**src/rtl/sd_cmd_pkg.sv**
```systemverilog
// Shared definitions for the SD CMD-line receive path: sequencer states,
// default response geometry and response field widths.
package sd_cmd_pkg;

  typedef enum logic [2:0] {
    IDLE,
    WAIT_START,
    RESP,
    CRC,
    END
  } cmd_rx_state_e;

  localparam int DEF_RESP_BITS = 48;
  localparam int DEF_CRC_BITS  = 7;
  localparam int DEF_NCR_MAX   = 64;

  localparam int CMD_IDX_W = 6;
  localparam int CMD_ARG_W = 32;

endpackage

```
**src/rtl/cmd_resp_rx_ctrl.sv**
```systemverilog
// Response receive sequencer for the SD CMD line: waits for the start bit,
// shifts in index/argument, gates the CRC deserializer and checks framing.
module cmd_resp_rx_ctrl
  import sd_cmd_pkg::*;
#(
  parameter int RESP_BITS = DEF_RESP_BITS,
  parameter int CRC_BITS  = DEF_CRC_BITS,
  parameter int NCR_MAX   = DEF_NCR_MAX
) (
  input  logic                 clk,
  input  logic                 reset,
  input  logic                 start,
  input  logic                 cmd_in,
  input  logic [CRC_BITS-1:0]  deser_data,
  output logic                 deser_enable,
  output logic                 deser_reset,
  output logic                 busy,
  output logic                 done,
  output logic                 timeout_err,
  output logic                 frame_err,
  output logic [CMD_IDX_W-1:0] resp_index,
  output logic [CMD_ARG_W-1:0] resp_arg,
  output logic [CRC_BITS-1:0]  resp_crc
);

  // Bits between start bit and CRC: transmission bit, index, argument.
  localparam int SHIFT_W = RESP_BITS - CRC_BITS - 2;
  localparam int WCNT_W  = $clog2(NCR_MAX + 1);

  localparam logic [5:0]        RESP_LAST = 6'(SHIFT_W - 1);
  localparam logic [5:0]        CRC_LAST  = 6'(CRC_BITS - 1);
  localparam logic [WCNT_W-1:0] WAIT_LAST = WCNT_W'(NCR_MAX - 1);

  cmd_rx_state_e      state;
  logic [WCNT_W-1:0]  wait_cnt;
  logic [5:0]         bit_cnt;
  logic [SHIFT_W-1:0] shift_q;

  assign busy         = (state != IDLE);
  assign deser_enable = (state == CRC);

  always_ff @(posedge clk or negedge reset) begin
    if (!reset) begin
      state       <= IDLE;
      wait_cnt    <= '0;
      bit_cnt     <= '0;
      shift_q     <= '0;
      deser_reset <= 1'b1;
      done        <= 1'b0;
      timeout_err <= 1'b0;
      frame_err   <= 1'b0;
      resp_index  <= '0;
      resp_arg    <= '0;
      resp_crc    <= '0;
    end else begin
      done        <= 1'b0;
      deser_reset <= 1'b1;
      case (state)
        IDLE: begin
          wait_cnt <= '0;
          bit_cnt  <= '0;
          if (start) begin
            state       <= WAIT_START;
            timeout_err <= 1'b0;
            frame_err   <= 1'b0;
            deser_reset <= 1'b0;
          end
        end
        WAIT_START: begin
          // A start bit on the last allowed sample takes priority over timeout.
          if (!cmd_in) begin
            state   <= RESP;
            bit_cnt <= '0;
          end else if (wait_cnt == WAIT_LAST) begin
            timeout_err <= 1'b1;
            state       <= IDLE;
          end else begin
            wait_cnt <= wait_cnt + WCNT_W'(1);
          end
        end
        RESP: begin
          shift_q <= {shift_q[SHIFT_W-2:0], cmd_in};
          if (bit_cnt == RESP_LAST) begin
            state   <= CRC;
            bit_cnt <= '0;
          end else begin
            bit_cnt <= bit_cnt + 6'd1;
          end
        end
        CRC: begin
          if (bit_cnt == CRC_LAST) begin
            state <= END;
          end else begin
            bit_cnt <= bit_cnt + 6'd1;
          end
        end
        END: begin
          frame_err  <= !cmd_in || shift_q[SHIFT_W-1];
          resp_crc   <= deser_data;
          resp_index <= shift_q[CMD_ARG_W +: CMD_IDX_W];
          resp_arg   <= shift_q[CMD_ARG_W-1:0];
          done       <= 1'b1;
          state      <= IDLE;
        end
        default: state <= IDLE;
      endcase
    end
  end

endmodule
```
**config.mk**
```make
export PLATFORM = sky130hd
export DESIGN_NAME = cmd_resp_rx_ctrl
export DESIGN_NICKNAME = d
export VERILOG_FILES = /design/src/rtl/sd_cmd_pkg.sv /design/src/rtl/cmd_resp_rx_ctrl.sv
export SDC_FILE = /design/constraint.sdc
export NUM_CORES = 1
export LEC_CHECK = 0
export CORE_MARGIN = 1.5
export CORE_UTILIZATION = 35
export CTS_CLUSTER_SIZE = 40
export DETAILED_ROUTE_END_ITERATION = 8
export HOLD_SLACK_MARGIN = 0.12
export SYNTH_ARGS = -nofsm -noshare
export SYNTH_HDL_FRONTEND = slang
export SYNTH_SLANG_ARGS = --single-unit
```
**constraint.sdc**
```tcl
create_clock -name clk -period 1.85 [get_ports clk]
set_input_delay 0.185 -clock clk [delete_from_list [all_inputs] [get_ports clk]]
set_output_delay 0.185 -clock clk [all_outputs]
set_load 0.02 [all_outputs]
```
# Word-level counts from Yosys, hierarchy flattened
# Cells that the tools add are included.
[word_totals]
reg_bits = 104
input_bits = 11
output_inout_bits = 51
elab_cells = 62
[classes]
add_sub_neg = 2
n_eq_ne = 16
mux = 21
n_reduce_logical = 12
[op_table]
columns = ["operator", "count"]
rows = [
  ["case mux 6 bit (4 select lines)", 1],
  ["2-to-1 mux 6 bit", 3],
  ["2-to-1 mux 3 bit", 5],
  ["2-to-1 mux 7 bit", 2],
  ["inequality test 2 bit, second input constant", 7],
  ["case mux 7 bit (2 select lines)", 1],
  ["case mux 3 bit (4 select lines)", 1],
  ["AND reduction 4 bit", 2],
  ["adder 7 x 1 -> 7 bit, second input constant", 1],
  ["equality test 7 x 6 -> 1 bit, second input constant", 1],
  ["adder 6 x 1 -> 6 bit, second input constant", 1],
  ["equality test 3 x 2 -> 1 bit, second input constant", 2],
  ["equality test 6 x 3 -> 1 bit, second input constant", 1],
  ["equality test 6 bit, second input constant", 1],
  ["2-to-1 mux 1 bit", 6],
  ["AND reduction 3 bit", 2],
  ["case mux 1 bit (2 select lines)", 2],
  ["nonzero test 2 bit", 2],
  ["nonzero test 4 bit", 1],
  ["equality test 3 x 1 -> 1 bit, second input constant", 1],
  ["equality test 3 bit, second input constant", 1],
  ["zero test 3 bit", 1],
  ["inequality test 3 bit, second input constant", 1],
  ["nonzero test 3 bit", 1],
  ["other kinds (4)", 4],
]

# Depth between registers and ports, before layout
[depth]
word_depth = 4
depth_mapped = 7
depth_no_buf = 6

# Least setup slack after synthesis
# Ideal clock, no wire load.
[synth_timing]
path_type = "reg-to-reg"
start = "register bit_cnt[0]"
end = "register bit_cnt[4]"
setup_time_ns = 0.066
arrival_time_ns = 1.473
path_slack_ns = 0.311
stages_incl_launch_ff = 7
n_path_buf = 0
synth_period_minus_slack_ns = 1.539
cell_sequence = "dfrtp_1 > inv_1 > ha_1 > nor4bb_1 > a21o_1 > or4_1 > nand2_1"
[synth_via]
elab_chain_len = 3
elab_cells_between_ends = 8
classes_between = "add/sub (1); eq/ne (3); mux (3); reduce/logical (1)"
[synth_lines]
columns = ["element", "line", "rtl"]
rows = [
  ["from (decl)", "cmd_resp_rx_ctrl.sv:36", "logic [5:0] bit_cnt;"],
  ["from (signal assigned)", "cmd_resp_rx_ctrl.sv:87", "bit_cnt <= bit_cnt + 6'd1;"],
  ["from (signal assigned)", "cmd_resp_rx_ctrl.sv:94", "bit_cnt <= bit_cnt + 6'd1;"],
  ["adder 6 x 1 -> 6 bit, or another cell as far along", "cmd_resp_rx_ctrl.sv:87, cmd_resp_rx_ctrl.sv:94", ""],
  ["2-to-1 mux 6 bit, or another cell as far along", "cmd_resp_rx_ctrl.sv:91", "if (bit_cnt == CRC_LAST) begin"],
  ["case mux 6 bit (4 select lines) or AND reduction 3 bit (tied branches)", "-", ""],
]
# Several ways; a longest one is shown, not always the timed one. The select of a mux whose other input is x is not followed.
# A chain may end at the register's enable or synchronous reset.

# Final worst setup path
[layout_timing]
start = "register state[1]"
end = "output deser_enable"
[layout_via]
elab_chain_len = 1
[layout_lines]
columns = ["element", "line", "rtl"]
rows = [
  ["from (decl)", "cmd_resp_rx_ctrl.sv:34", "cmd_rx_state_e state;"],
  ["from (signal assigned)", "cmd_resp_rx_ctrl.sv:44", "state <= IDLE;"],
  ["from (signal assigned)", "cmd_resp_rx_ctrl.sv:63", "state <= WAIT_START;"],
  ["from (signal assigned)", "cmd_resp_rx_ctrl.sv:72", "state <= RESP;"],
  ["equality test 3 x 2 -> 1 bit", "cmd_resp_rx_ctrl.sv:40", "assign deser_enable = (state == CRC);"],
  ["to (decl)", "cmd_resp_rx_ctrl.sv:15", "output logic deser_enable,"],
]
# Every way passes these cells.

==> impl_metrics.prom <==
# TYPE chip_impl_metric gauge
chip_impl_metric{name="critPathMaxFanout",unit=""} 8
chip_impl_metric{name="slew_violations",unit=""} 0
chip_impl_info{name="synth_top_family_by_area",value="multiplexers"} 1
chip_impl_metric{name="grt_antenna_before_repair",unit=""} 0
chip_impl_metric{name="drt-initial-drc-count",unit=""} 109
chip_impl_info{name="most_common_cell_after_layout_fill_and_taps_aside",value="sky130_fd_sc_hd__dfrtp_1"} 1
chip_impl_metric{name="fillers",unit=""} 1030
chip_impl_metric{name="synth_enable_flop_cells",unit=""} 0
chip_impl_metric{name="gr-total-overflow",unit=""} 0
chip_impl_metric{name="synth-warning-count",unit=""} 0
chip_impl_metric{name="grt_pass1_vias",unit=""} 2657
chip_impl_metric{name="globalRouteTotalUtil",unit="%"} 13.04
chip_impl_metric{name="detailedPlacementHpwl",unit="mm"} 4.970
chip_impl_info{name="timing.rr.start",value="state[2]"} 1
chip_impl_metric{name="post-route-drc-count",unit=""} 0
chip_impl_metric{name="synth_compound_gate_area_share",unit="%"} 4.577
chip_impl_metric{name="final.hold.worst_slack",unit="ns"} 0.3153
chip_impl_info{name="critical_path.cell_chain",value="nor2b_2, and2_1, dlygate4sd2_1"} 1
chip_impl_metric{name="max_cap_viol_count",unit=""} 0
chip_impl_metric{name="post_synthesis_share_of_cell_area_spent_on_full_adders_half_adders_and_majority_gates",unit="%"} 0.8974
chip_impl_metric{name="initial_utilization",unit="%"} 36.32
chip_impl_info{name="worst_path_max_delay_cell",value="sky130_fd_sc_hd__dfrtp_1"} 1
chip_impl_metric{name="route.detailed.wl_per_inst",unit="um"} 14.95
chip_impl_metric{name="worstMarginPinSlew",unit="ns"} 0.4064
chip_impl_metric{name="grt_start_max_net_pins",unit=""} 46
chip_impl_metric{name="ys_ff_latch",unit=""} 104
chip_impl_info{name="min_path_type",value="in -> async"} 1
chip_impl_info{name="root_buffer_cell",value="sky130_fd_sc_hd__clkbuf_16"} 1
chip_impl_metric{name="crit_path_max_incr_delay",unit="ns"} 0.47
chip_impl_metric{name="totalNegativeSetupSlack",unit="ns"} 0
chip_impl_metric{name="timing.final.crit_share",unit="%"} 93.66
chip_impl_metric{name="post_synth_mux_area_share",unit="%"} 23.12
chip_impl_info{name="run_status",value="finished clean"} 1
chip_impl_metric{name="syn2layout_area_growth",unit="%"} 27.70
chip_impl_metric{name="period_minus_slack",unit="ns"} 1.733
chip_impl_metric{name="detail_route.vias_per_cell",unit=""} 4.945
chip_impl_metric{name="synth-async-reset-ratio",unit="%"} 100.0
chip_impl_metric{name="worstPathRequired",unit="ns"} 1.66
chip_impl_metric{name="footprint_of_the_multi_input_gates",unit="um^2"} 1486
chip_impl_metric{name="design.die.area",unit="um^2"} 12620
chip_impl_metric{name="achievable-frequency",unit="GHz"} 0.5771
chip_impl_metric{name="buffer_ports.inserted",unit=""} 61
chip_impl_info{name="origin_of_the_worst_setup_path",value="state[1]"} 1
chip_impl_info{name="rsz0062_at_grt",value="false"} 1
chip_impl_metric{name="grt_first_pass_wirelength",unit="mm"} 12.94
chip_impl_metric{name="finalInstanceArea",unit="um^2"} 5341
chip_impl_metric{name="syn_area_per_cell",unit="um^2"} 14.52
chip_impl_metric{name="clk_path_buf_depth",unit=""} 2
chip_impl_metric{name="antenna-diode-count",unit=""} 0
chip_impl_metric{name="drtAntennaViolNets",unit=""} 0
chip_impl_metric{name="floorplan.io_pins",unit=""} 62
chip_impl_metric{name="routed-via-count",unit=""} 2512
chip_impl_metric{name="vdd.ir_drop.worst",unit="V"} 0.0005836
chip_impl_info{name="path_delay_family",value="flip-flops"} 1
chip_impl_metric{name="synthesis.instances",unit=""} 288
chip_impl_metric{name="yosysSeqAreaShare",unit="%"} 62.25
chip_impl_info{name="most_frequent_cells_in_the_layout",value="sky130_fd_sc_hd__dfrtp_1, sky130_fd_sc_hd__mux2_2, sky130_fd_sc_hd__clkdlybuf4s50_1, sky130_fd_sc_hd__mux2_1, sky130_fd_sc_hd__nand2_1"} 1
chip_impl_metric{name="die_h",unit="um"} 112.3
chip_impl_metric{name="power.density_cell_area",unit="nW/um^2"} 1145
chip_impl_metric{name="fin_nets",unit=""} 376
chip_impl_metric{name="core_area",unit="um^2"} 11520
chip_impl_info{name="setup.worst_path.end_class",value="primary output"} 1
chip_impl_metric{name="dpl-instance-area",unit="um^2"} 5031
chip_impl_metric{name="worstSkewPairLatency",unit="ns"} 0.34
chip_impl_metric{name="power.leakage",unit="nW"} 2.222
chip_impl_info{name="timing.critical_path.from_type",value="register"} 1
chip_impl_metric{name="cts_buffers",unit=""} 9
chip_impl_metric{name="power.total",unit="mW"} 6.118
chip_impl_info{name="yosys_most_used_dff",value="sky130_fd_sc_hd__dfrtp_1"} 1
chip_impl_metric{name="yosysUniqueCellTypes",unit=""} 41
chip_impl_metric{name="setup_viol",unit=""} 0
chip_impl_metric{name="crit_arrival",unit="ns"} 1.55
chip_impl_metric{name="slew_headroom",unit="%"} 72.90
chip_impl_metric{name="finalHoldViolations",unit=""} 0
chip_impl_metric{name="detail_route.first_pass.iterations",unit=""} 6
chip_impl_metric{name="synth_fp_nets",unit=""} 302
chip_impl_metric{name="globalplace.congestion",unit=""} 0.7514
chip_impl_metric{name="clkTransAtPathRegs",unit="ns"} 0.07
chip_impl_metric{name="postRouteWirelength",unit="mm"} 7.595
chip_impl_metric{name="critical_path.n_buffers_inverters",unit=""} 1
chip_impl_metric{name="worst_skew",unit="ns"} 0.007227
chip_impl_metric{name="cts.htree.levels",unit=""} 3
chip_impl_metric{name="synth.cell_area",unit="um^2"} 4183
chip_impl_metric{name="placement_rows",unit=""} 39
chip_impl_info{name="worstSetupPathType",value="reg -> out"} 1
chip_impl_metric{name="synth_xor_area_share",unit="%"} 0.4188
chip_impl_metric{name="die_x",unit="um"} 112.3
chip_impl_info{name="tritoncts",value="built"} 1
chip_impl_metric{name="clock-sinks",unit=""} 104
chip_impl_metric{name="drive_above_1_share",unit="%"} 26.85
chip_impl_metric{name="sequential_cell_area",unit="um^2"} 2605
chip_impl_metric{name="synthSimpleGateAreaFrac",unit="%"} 6.072
==> final timing paths <==
path / to / slack [ns] / cells after the start
max: deser_enable / 0.12 / 3
min: resp_arg[11] / 0.32 / 2
max reg2reg: resp_arg[20] / 0.14 / 4
min reg2reg: resp_arg[11] / 0.49 / 1
max in group asynchronous: resp_arg[27] / 0.87 / 3
min in group clk: resp_crc[4] / 0.46 / 2
==> metal layers <==
| metal | vias to the layer above | routed length [um] | GRT usage [%] |
|---|---|---|---|
| met5 | - | 0 | 0 |
| met4 | 0 | 153 | 5.570 |
| met3 | 12 | 248 | 3.294 |
| met2 | 43 | 3738 | 21.88 |
| met1 | 1282 | 3455 | 16.07 |
| li1 | 1175 | - | - |
==> area by class of cell <==
type / count / share of cell area [%]
multi-input cells: 166 / 27.83
well taps: 143 / 3.350
repair buffers: 76 / 14.20
clock buffers: 10 / 4.474
clock inverters: 4 / 1.031
inverters: 5 / 0.3514
flip-flops and latches: 104 / 48.77
==> kinds of logic (layout without fill, tap and decap cells) <==
kind of cell,Yosys count,in the layout
DFF,104,104
muxes,86,86
and+or+nand+nor,45,45
AOI/OAI and AO/OA,30,30
buffers and inverters,18,95
adders and majority gates,3,3
xor gates and xnor gates,2,2
==> through the flow <==
step	utilization, %	cells	setup slack [ns]
after floorplan	-	288	0.3108
after global placement	43.69	493	0.1700
after detailed placement	43.69	493	0.1247
after CTS	46.34	508	0.1005
after global routing	46.38	508	0.003269
final	46.38	508	0.1172
==> report_power, final <==
part / leakage, nW / internal [mW] / switching [mW] / total (mW)
clock: 0.141 / 1.08 / 0.820 / 1.90
sequential: 1.25 / 2.62 / 0.253 / 2.87
combinational: 0.828 / 0.760 / 0.589 / 1.35
==> cell usage after synthesis (all sizes together), types with 2 or more instances <==
master / count / area, um^2
a21oi: 5 / 25.02
a31oi: 2 / 12.51
buf: 13 / 92.58
dfrtp: 103 / 2577
ha: 3 / 37.54
inv: 5 / 18.77
mux2: 85 / 957.2
nand2: 14 / 52.55
nand3: 5 / 25.02
nand3b: 2 / 15.01
nor2: 5 / 18.77
nor2b: 3 / 21.27
nor3: 4 / 25.02
o211ai: 6 / 50.05
o21ai: 11 / 58.80
o31ai: 3 / 22.52
or3: 2 / 12.51
or4: 2 / 15.01
==> timing repair <==
item,in CTS,in global routing
hold endpoints to repair,28,0
hold buffers,1,0
endpoints found under the setup margin,2,1
setup buffers,0,0
gates resized for setup,4,1
==> flip-flops by register name, summed over array words and instances (netlist names) <==
register	flops
bit_cnt	6
deser_reset	1
done	1
frame_err	1
resp_arg	32
resp_crc	7
resp_index	6
shift_q	39
state	3
timeout_err	1
wait_cnt	7
==> worst register-to-register path, cell delays in order (launching register included) <==
cell	delay, ns
sky130_fd_sc_hd__dfrtp_1	0.53
sky130_fd_sc_hd__inv_1	0.16
sky130_fd_sc_hd__nor3_4	0.22
sky130_fd_sc_hd__buf_12	0.30
sky130_fd_sc_hd__mux2_2	0.39
Power figures use the tool's default switching activity.
